File: config.mk
export PLATFORM = sky130hd
export DESIGN_NAME = regfile_sb
export DESIGN_NICKNAME = d
export VERILOG_FILES = /design/src/rtl/regfile_sb.sv
export SDC_FILE = /design/constraint.sdc
export NUM_CORES = 2
export LEC_CHECK = 0
export CAP_MARGIN = 20
export CORE_UTILIZATION = 45
export CTS_BUF_LIST = sky130_fd_sc_hd__clkbuf_2
export DETAILED_ROUTE_END_ITERATION = 7
export SYNTH_ARGS = -nofsm -noshare
export SYNTH_HDL_FRONTEND = slang
export SYNTH_SLANG_ARGS = --single-unit
File: constraint.sdc
create_clock -name clk -period 6.5 [get_ports clk]
set_clock_uncertainty 0.05 [all_clocks]
set_input_delay 1.95 -clock clk [delete_from_list [all_inputs] [get_ports clk]]
set_output_delay 1.95 -clock clk [all_outputs]
set_load 0.05 [all_outputs]
File: src/rtl/regfile_sb.sv
// ---------------------------------------------------------------------------
// regfile_sb
//
// Integer register file with two write ports, two combinational read ports,
// a debug read port, a per-register busy scoreboard and a sequential clear
// engine. Register 0 is hardwired to zero. The storage array itself has no
// reset: after n_rst, or after a clr_req pulse, a sweep zeroes one entry per
// cycle (indices 1 .. NREG-1) while ready is low.
//
// Optional feature macro: RF_BYPASS_EN
//   defined   : rs1/rs2 data forward same-cycle write data (w1 > w0 > stored),
//               and busy reads 0 when a same-cycle write clears it without a
//               concurrent issue of the same index.
//   undefined : reads return stored data and the registered busy bit only.
//
// Ports
//   clk                 rising-edge clock
//   n_rst               asynchronous active-low reset
//   rs1_id / rs2_id     read indices
//   rs1_data / rs2_data combinational read data
//   rs1_busy / rs2_busy scoreboard bit of the read index (0 for index 0)
//   dbg_id / dbg_data   debug read, stored value only, never bypassed
//   w0_en/w0_id/w0_data write port 0 (WB), lower priority
//   w1_en/w1_id/w1_data write port 1 (EX), higher priority
//   iss_en / iss_id     issue: mark iss_id busy
//   clr_req             pulse: re-zero the file and the scoreboard
//   ready               file usable; 0 during the clear sweep
// ---------------------------------------------------------------------------
module regfile_sb #(
    parameter int XLEN = 32,
    parameter int AW   = 5
) (
    input  logic            clk,
    input  logic            n_rst,
    input  logic [AW-1:0]   rs1_id,
    input  logic [AW-1:0]   rs2_id,
    output logic [XLEN-1:0] rs1_data,
    output logic [XLEN-1:0] rs2_data,
    output logic            rs1_busy,
    output logic            rs2_busy,
    input  logic [AW-1:0]   dbg_id,
    output logic [XLEN-1:0] dbg_data,
    input  logic            w0_en,
    input  logic [AW-1:0]   w0_id,
    input  logic [XLEN-1:0] w0_data,
    input  logic            w1_en,
    input  logic [AW-1:0]   w1_id,
    input  logic [XLEN-1:0] w1_data,
    input  logic            iss_en,
    input  logic [AW-1:0]   iss_id,
    input  logic            clr_req,
    output logic            ready
);

    localparam int NREG = 2 ** AW;

    localparam logic [AW-1:0]   IDX_ZERO  = {AW{1'b0}};
    localparam logic [AW-1:0]   IDX_ONE   = {{(AW-1){1'b0}}, 1'b1};
    localparam logic [AW-1:0]   IDX_LAST  = {AW{1'b1}};
    localparam logic [XLEN-1:0] DATA_ZERO = {XLEN{1'b0}};

    typedef enum logic [0:0] {
        ST_CLEAR = 1'b0,
        ST_READY = 1'b1
    } state_t;

    state_t            state_r;
    state_t            state_nxt_s;
    logic [AW-1:0]     idx_r;
    logic [AW-1:0]     idx_nxt_s;
    logic              ready_r;
    logic [NREG-1:0]   busy_r;
    logic [NREG-1:0]   busy_nxt_s;
    logic [XLEN-1:0]   regs_r [NREG];

    logic              wr_ok_s;
    logic              w0_act_s;
    logic              w1_act_s;
    logic              iss_act_s;

    logic [AW-1:0]     rd_id_s   [2];
    logic [XLEN-1:0]   rd_data_s [2];
    logic              rd_busy_s [2];
    logic [XLEN-1:0]   dbg_data_s;

    // Writes and issues only take effect in READY and not in a clr_req cycle.
    assign wr_ok_s   = (state_r == ST_READY) && !clr_req;
    assign w0_act_s  = wr_ok_s && w0_en  && (w0_id  != IDX_ZERO);
    assign w1_act_s  = wr_ok_s && w1_en  && (w1_id  != IDX_ZERO);
    assign iss_act_s = wr_ok_s && iss_en && (iss_id != IDX_ZERO);

    assign rd_id_s[0] = rs1_id;
    assign rd_id_s[1] = rs2_id;

    // State, sweep index, ready flag and scoreboard registers.
    always_ff @(posedge clk or negedge n_rst) begin
        if (!n_rst) begin
            state_r <= ST_CLEAR;
            idx_r   <= IDX_ONE;
            ready_r <= 1'b0;
            busy_r  <= {NREG{1'b0}};
        end else begin
            state_r <= state_nxt_s;
            idx_r   <= idx_nxt_s;
            ready_r <= (state_nxt_s == ST_READY);
            busy_r  <= busy_nxt_s;
        end
    end

    // Next-state logic: sweep 1..NREG-1 in CLEAR, restart sweep on clr_req.
    always_comb begin
        state_nxt_s = state_r;
        idx_nxt_s   = idx_r;
        case (state_r)
            ST_CLEAR: begin
                if (idx_r == IDX_LAST) begin
                    state_nxt_s = ST_READY;
                    idx_nxt_s   = idx_r;
                end else begin
                    state_nxt_s = ST_CLEAR;
                    idx_nxt_s   = idx_r + IDX_ONE;
                end
            end
            ST_READY: begin
                if (clr_req) begin
                    state_nxt_s = ST_CLEAR;
                    idx_nxt_s   = IDX_ONE;
                end else begin
                    state_nxt_s = ST_READY;
                    idx_nxt_s   = idx_r;
                end
            end
            default: begin
                state_nxt_s = ST_CLEAR;
                idx_nxt_s   = IDX_ONE;
            end
        endcase
    end

    // Scoreboard update: writes clear, issue sets afterwards so set wins.
    always_comb begin
        busy_nxt_s = busy_r;
        if (!wr_ok_s) begin
            busy_nxt_s = {NREG{1'b0}};
        end else begin
            if (w0_act_s) begin
                busy_nxt_s[w0_id] = 1'b0;
            end else begin
                busy_nxt_s[w0_id] = busy_nxt_s[w0_id];
            end
            if (w1_act_s) begin
                busy_nxt_s[w1_id] = 1'b0;
            end else begin
                busy_nxt_s[w1_id] = busy_nxt_s[w1_id];
            end
            if (iss_act_s) begin
                busy_nxt_s[iss_id] = 1'b1;
            end else begin
                busy_nxt_s[iss_id] = busy_nxt_s[iss_id];
            end
        end
    end

    // Storage array: no reset; zeroed by the sweep. w1 is assigned last so it
    // overrides w0 when both target the same index.
    always_ff @(posedge clk) begin
        if (state_r == ST_CLEAR) begin
            regs_r[idx_r] <= DATA_ZERO;
        end else begin
            if (w0_act_s) begin
                regs_r[w0_id] <= w0_data;
            end
            if (w1_act_s) begin
                regs_r[w1_id] <= w1_data;
            end
        end
    end

    // Operand read ports with optional same-cycle forwarding.
    always_comb begin
        for (int p = 0; p < 2; p++) begin
            rd_data_s[p] = DATA_ZERO;
            rd_busy_s[p] = 1'b0;
            if ((state_r == ST_READY) && (rd_id_s[p] != IDX_ZERO)) begin
`ifdef RF_BYPASS_EN
                if (w1_act_s && (w1_id == rd_id_s[p])) begin
                    rd_data_s[p] = w1_data;
                end else if (w0_act_s && (w0_id == rd_id_s[p])) begin
                    rd_data_s[p] = w0_data;
                end else begin
                    rd_data_s[p] = regs_r[rd_id_s[p]];
                end
                if (((w0_act_s && (w0_id == rd_id_s[p])) ||
                     (w1_act_s && (w1_id == rd_id_s[p]))) &&
                    !(iss_act_s && (iss_id == rd_id_s[p]))) begin
                    rd_busy_s[p] = 1'b0;
                end else begin
                    rd_busy_s[p] = busy_r[rd_id_s[p]];
                end
`else
                rd_data_s[p] = regs_r[rd_id_s[p]];
                rd_busy_s[p] = busy_r[rd_id_s[p]];
`endif
            end else begin
                rd_data_s[p] = DATA_ZERO;
                rd_busy_s[p] = 1'b0;
            end
        end
    end

    // Debug read: stored value only, zero during the sweep and for index 0.
    always_comb begin
        dbg_data_s = DATA_ZERO;
        if ((state_r == ST_READY) && (dbg_id != IDX_ZERO)) begin
            dbg_data_s = regs_r[dbg_id];
        end else begin
            dbg_data_s = DATA_ZERO;
        end
    end

    assign rs1_data = rd_data_s[0];
    assign rs2_data = rd_data_s[1];
    assign rs1_busy = rd_busy_s[0];
    assign rs2_busy = rd_busy_s[1];
    assign dbg_data = dbg_data_s;
    assign ready    = ready_r;

endmodule
After elaboration in Yosys (flattened, before gate mapping)
Memory sizes are Yosys's and may differ from the RTL's.
Index checks and enable logic that the tools add are counted.
{"block": "classes", "n_eq_ne": 3, "add_sub_neg": 1, "bitwise": 6, "n_reduce_logical": 22, "mux": 46, "order_cmp": 8}
{"op": "$mux 32", "n": 10}
{"op": "$bwmux 32", "n": 3}
{"op": "$and 32x32->32", "n": 2}
{"op": "$not 32->32", "n": 2}
{"op": "$or 32x32->32", "n": 1}
{"op": "$reduce_or 32->1", "n": 1}
{"op": "$lt 5x6->1 const B", "n": 5}
{"op": "$reduce_bool 5->1", "n": 6}
{"op": "$bmux 1 s5", "n": 5}
{"op": "$mux 1", "n": 20}
{"op": "$demux 1 s5", "n": 3}
{"op": "$ge 5x1->1 const B", "n": 3}
{"op": "$mux 5", "n": 3}
{"op": "$logic_and 1x1->1", "n": 13}
{"op": "$pmux 5 s2", "n": 1}
{"op": "$add 5x1->5 const B", "n": 1}
{"op": "$eq 5x5->1 const B", "n": 1}
{"op": "$ne 2x2->1 const B", "n": 2}
{"op": "$pmux 1 s2", "n": 1}
{"op": "$reduce_and 2->1", "n": 1}
{"op": "$logic_not 1->1", "n": 1}
{"op": "$not 1->1", "n": 1}
{"block": "word_totals", "mem_bits_rw": 1024, "n_memories": 1, "inputBits": 100, "ff_bits": 38, "word_cells": 90}
{"name": "regs_r", "depth": 32, "word_bits": 32, "read_ports": 3, "rd_clocked_by_memory_dff": 0, "write_ports": 2, "line_no": "74", "text": "logic [XLEN-1:0] regs_r [NREG];"}

Longest topological paths before layout
{"block": "logic_depth", "word_depth": 18, "depth_mapped": 15}

Worst setup path before layout
OpenSTA, ideal clock, no wires.
{"block": "synth_path", "kind": "input port to output port", "from": "input port rs1_id[0]", "to": "output port rs1_data[30]", "t_required_ns": 4.500, "path_buffers": 4, "setup_slack_ns": -0.302, "t_arrival_ns": 4.802, "path_stages": 10, "cell_sequence": "clkbuf_1 clkbuf_1 buf_1 clkbuf_1 mux2i_1 o21ai_0 o22ai_1 nor3_1 a21oi_1 nor2_1"}
{"block": "synth_via", "elab_chain_cells": 3, "elab_cells_between_ends": 4, "cone_classes": "1 x mux; 2 x reduce/logical; 1 x memory"}
{"element": "start: declaration", "line_no": "35", "text": "input logic [AW-1:0] rs1_id,"}
{"element": "branches (longest 2 deep; another with $mem_v2 32x32)"}
{"element": "$mux 32 (*)", "line_no": "184", "text": "if ((state_r == ST_READY) && (rd_id_s[p] != IDX_ZERO)) begin"}
{"element": "end: declaration", "line_no": "37", "text": "output logic [XLEN-1:0] rs1_data,"}
Mark *: on every way between the ends.

Worst setup path in the final report
{"block": "layout_path", "from": "input port rs2_id[0]", "to": "output port rs2_data[16]"}
{"block": "layout_via", "elab_chain_cells": 3, "elab_cells_between_ends": 4, "cone_classes": "1 x mux; 2 x reduce/logical; 1 x memory"}
{"element": "start: declaration", "line_no": "36", "text": "input logic [AW-1:0] rs2_id,"}
{"element": "branches (longest 2 deep; another with $mem_v2 32x32)"}
{"element": "$mux 32 (*)", "line_no": "184"}
{"element": "end: declaration", "line_no": "38", "text": "output logic [XLEN-1:0] rs2_data,"}
Marks and branches as above.

==> key figures <==
Floorplanning
  • Horizontal die dimension: 403 um
  • Area of the placeable core: 159000 sq um
  • I/O pin cnt: 199
  • Row count: 146
  • Area of the die: 163000 sq um
  • Starting Density: 45.5%
  • Floorplan die height: 403 um

Critical path
  • Req. time, crit path: 4.50 ns
  • Data arrival time at the worst-slack endpoint: 4.38 ns
  • Critical setup path kind: input pin to primary output
  • Worst setup EP type: primary output
  • Critical path launch point type: input pin
  • Maximum fanout along the worst path: 33

STA
  • Worst Hold Margin: 0.530 ns
  • Final worst path period need: 6.38 ns
  • Part of the cycle the worst path needs: 98.1%
  • Final count of negative-setup-slack endpoints: 0
  • Slack of the critical path: 0.125 ns
  • Max frequency: 157 MHz
  • Max-slew violation total from the final report: 0
  • Tightest Pin Transition: 1.26 ns
  • Tightest slew margin relative to the limit: 15.7%
  • Endpoints failing hold: 0
  • Unrepaired setup endpoints after global routing: no

Clock tree
  • Max Buffers Root-to-Sink: 4
  • Clock net sink count: 1062
  • Post-CTS setup buffer count: 0
  • H-tree levels: 5
  • Number of CTS-inserted buffers: 317
  • Clock input transition at the sequential cells of the worst setup and hold paths: 0.08 ns
  • TritonCTS clock tree: built
  • Clock Latency Late Sink: 1.89 ns
  • Clock root buffer: sky130_fd_sc_hd__clkbuf_2

Power and ir drop
  • Cell Pwr Density: 229 nW/um^2
  • Power after layout: 0.0193 W
  • Leakage: 28.3 nW
  • Peak supply drop: 0.197 mV

Route
  • Remaining antenna violation count after routing: 0
  • DRC viols: 0
  • Number of vias per cell after detailed routing: 6.88
  • Avg WL per Cell: 33.2 um
  • Number of iterations in the first detailed-routing pass: 7
  • Wirelength, routed: 324000 um
  • Via count: 67200
  • Initial detailed-routing violation count: 10900

Logic synthesis
  • Leading register cell type out of synthesis: sky130_fd_sc_hd__edfxtp_1
  • Asr flop ratio synth: 3.58%
  • Cell count after synthesis: 7159
  • Syn Area/Cell: 10.1 sq um
  • Largest family of logic cells by synthesized area: multiplexers
  • Share of synthesized area occupied by flip-flops and latches: 43.8%
  • Complex-gate fraction of the synthesized area: 18.4%
  • Number of distinct library cells after synthesis: 84
  • Area share of the leading cell type in the synthesized netlist: 42.5%
  • Number of warning messages in the yosys log: 0
  • Leading post-synthesis cells by cell area: sky130_fd_sc_hd__edfxtp_1 (42%), sky130_fd_sc_hd__mux4_2 (12%), sky130_fd_sc_hd__o21ai_0 (8.6%)
  • Cell type with the largest total area after synthesis: sky130_fd_sc_hd__edfxtp_1
  • Multiplexer share of the synthesized area: 23.7%
  • Number of flip-flops and latches in the synthesized netlist: 1062
  • Parity-gate share of the synthesized area counting xor and xnor cells: 0.0363%
  • Commonest cells in the synthesized netlist: sky130_fd_sc_hd__o21ai_0 (1238), sky130_fd_sc_hd__nand2_1 (1112), sky130_fd_sc_hd__edfxtp_1 (1024)
  • Number of flops mapped to enable cells by yosys: 1024
  • Post-Synthesis Cell Area: 72400 sq um
  • Most frequent cell after synthesis: sky130_fd_sc_hd__o21ai_0
  • Area share of fa/ha/maj cells after synthesis: 0.0346%
  • Syn nets: 7261
  • Share of synthesized cell area in and, or, nand and nor gates: 9.54%

Placed design
  • Gp weighted congestion: 0.989
  • Area after DPL: 81400 sq um
  • Worst slack at placement: -0.0104 ns
  • Placed wire-length estimate after detailed placement: 202000 um
  • Count of input and output buffers: 198

GRT
  • Antenna violations before repair: 4
  • Global-route wire length before repair: 457000 um
  • Leftover overflow at the end of global routing: 0
  • Number of global-route vias before repair: 63200
  • GRT Total Usage: 39.1%
  • Largest net degree at the start of global routing: 79

Final layout
  • Final Cell Area: 84300 sq um
  • Area grow syn2layout: 16.4%
  • Share of cells above drive strength 1: 25.1%
  • Fill cell count: 14000
  • # nets final: 7516

Min path
  • Class of the most critical hold timing path: flip-flop to flip-flop

Flow run
  • Number of max-cap violations: 0

Run status
  • Status: finished, final reports clean
==> cells by family (layout without fill, tap and decap cells) <==
family | after synthesis | after routing
adder cells (fa/ha/maj) | 2 | 2
multiplexers | 1199 | 1199
buffers and inverters | 850 | 1305
XOR/XNOR | 3 | 3
AND/OR/NAND/NOR | 1684 | 1684
other | 0 | 9
flip-flops | 1062 | 1062
AO/OA/AOI/OAI | 2359 | 2359
==> critical path, stage by stage <==
cell	delay (ns)
sky130_fd_sc_hd__buf_12	0.33
sky130_fd_sc_hd__buf_12	0.29
sky130_fd_sc_hd__mux2_2	0.37
sky130_fd_sc_hd__a21oi_1	0.13
sky130_fd_sc_hd__o21ai_0	0.23
sky130_fd_sc_hd__a21oi_1	0.22
sky130_fd_sc_hd__nor2_1	0.08
sky130_fd_sc_hd__a21oi_2	0.32
sky130_fd_sc_hd__buf_4	0.18
sky130_fd_sc_hd__nor2_2	0.04
sky130_fd_sc_hd__buf_12	0.15
==> metal layers <==
metal	track usage, %	routed length (um)	vias up
li1	-	-	28100
met1	51.6	120000	32400
met2	58.2	140000	5476
met3	9.82	43100	1257
met4	22.8	21100	12
met5	0	69	-
==> cell type report <==
| class | count | area (sq um) | share of cell area (%) |
|---|---|---|---|
| diodes | 9 | 22.5 | 0.0267 |
| clock buffers | 439 | 2200 | 2.61 |
| clock inverters | 80 | 372 | 0.441 |
| inverters | 42 | 158 | 0.187 |
| multi-input cells | 5247 | 38400 | 45.6 |
| flip-flops and latches | 1062 | 31700 | 37.6 |
| well taps | 2146 | 2690 | 3.19 |
| repair buffers | 744 | 8710 | 10.3 |
==> through the flow <==
step	std cells	utilization [%]	setup TNS (ns)
after floorplan	7159	-	-8.52
after global placement	9222	51.1	-0.0206
after detailed placement	9231	51.2	-0.0104
after CTS	9751	52.8	0
after global routing	9769	53.0	0
final	9769	53.0	0
==> layout by cell type, fill, tap and decap left out, drive strengths merged, types with 9 or more instances in the layout <==
cell | synthesis | final
buf | 121 | 653
nor4 | 10 | 10
a211oi | 11 | 11
nor3 | 131 | 131
o31ai | 16 | 16
dfrtp | 37 | 37
nor2b | 13 | 13
a21oi | 540 | 540
o32ai | 9 | 9
inv | 42 | 50
or2 | 9 | 9
nor2 | 302 | 302
o211ai | 19 | 19
edfxtp | 1024 | 1024
nand2b | 16 | 16
clkbuf | 687 | 445
mux4 | 393 | 393
clkdlybuf4s50 | 0 | 84
a31oi | 9 | 9
nand3 | 36 | 36
o221ai | 201 | 201
clkinv | 0 | 70
mux2 | 199 | 199
nand2 | 1112 | 1112
o22ai | 243 | 243
o21ai | 1246 | 1246
diode | 0 | 9
mux2i | 607 | 607
o2111ai | 11 | 11
==> power by group <==
part           switching [W]  leakage [nW]  internal (W)  total [W]
Sequential          0.000579          9.24       0.00843    0.00901
Clock                0.00321          2.03       0.00188    0.00509
Combinational        0.00325          17.0       0.00195    0.00520
Total                0.00704          28.3        0.0123     0.0193
==> what timing repair did <==
| item | 4_1_cts | 5_1_grt |
|---|---|---|
| hold buffers | 1 | 0 |
| endpoints found under the hold margin | 9 | 0 |
| endpoints found under the setup margin | 1 | 1 |
| resized for setup | 1 | 1 |
==> flip-flops by register name, indices dropped and copies added (netlist names) <==
name and cells:
regs_r 1024, ready 1, idx_r 5, busy_r 32
==> final timing paths <==
path	start	depth (start not counted)	end	slack (ns)
hold / removal	idx_r[0]	2	idx_r[0]	0.53
min in group asynchronous	n_rst	2	busy_r[18]	0.57
max in group asynchronous	n_rst	3	busy_r[11]	5.17
hold reg to reg	idx_r[0]	2	idx_r[0]	0.53
setup reg to reg	ready	12	busy_r[16]	2.62
setup / recovery	rs2_id[0]	11	rs2_data[16]	0.12
Note: power is estimated with default switching activity, not from simulation.
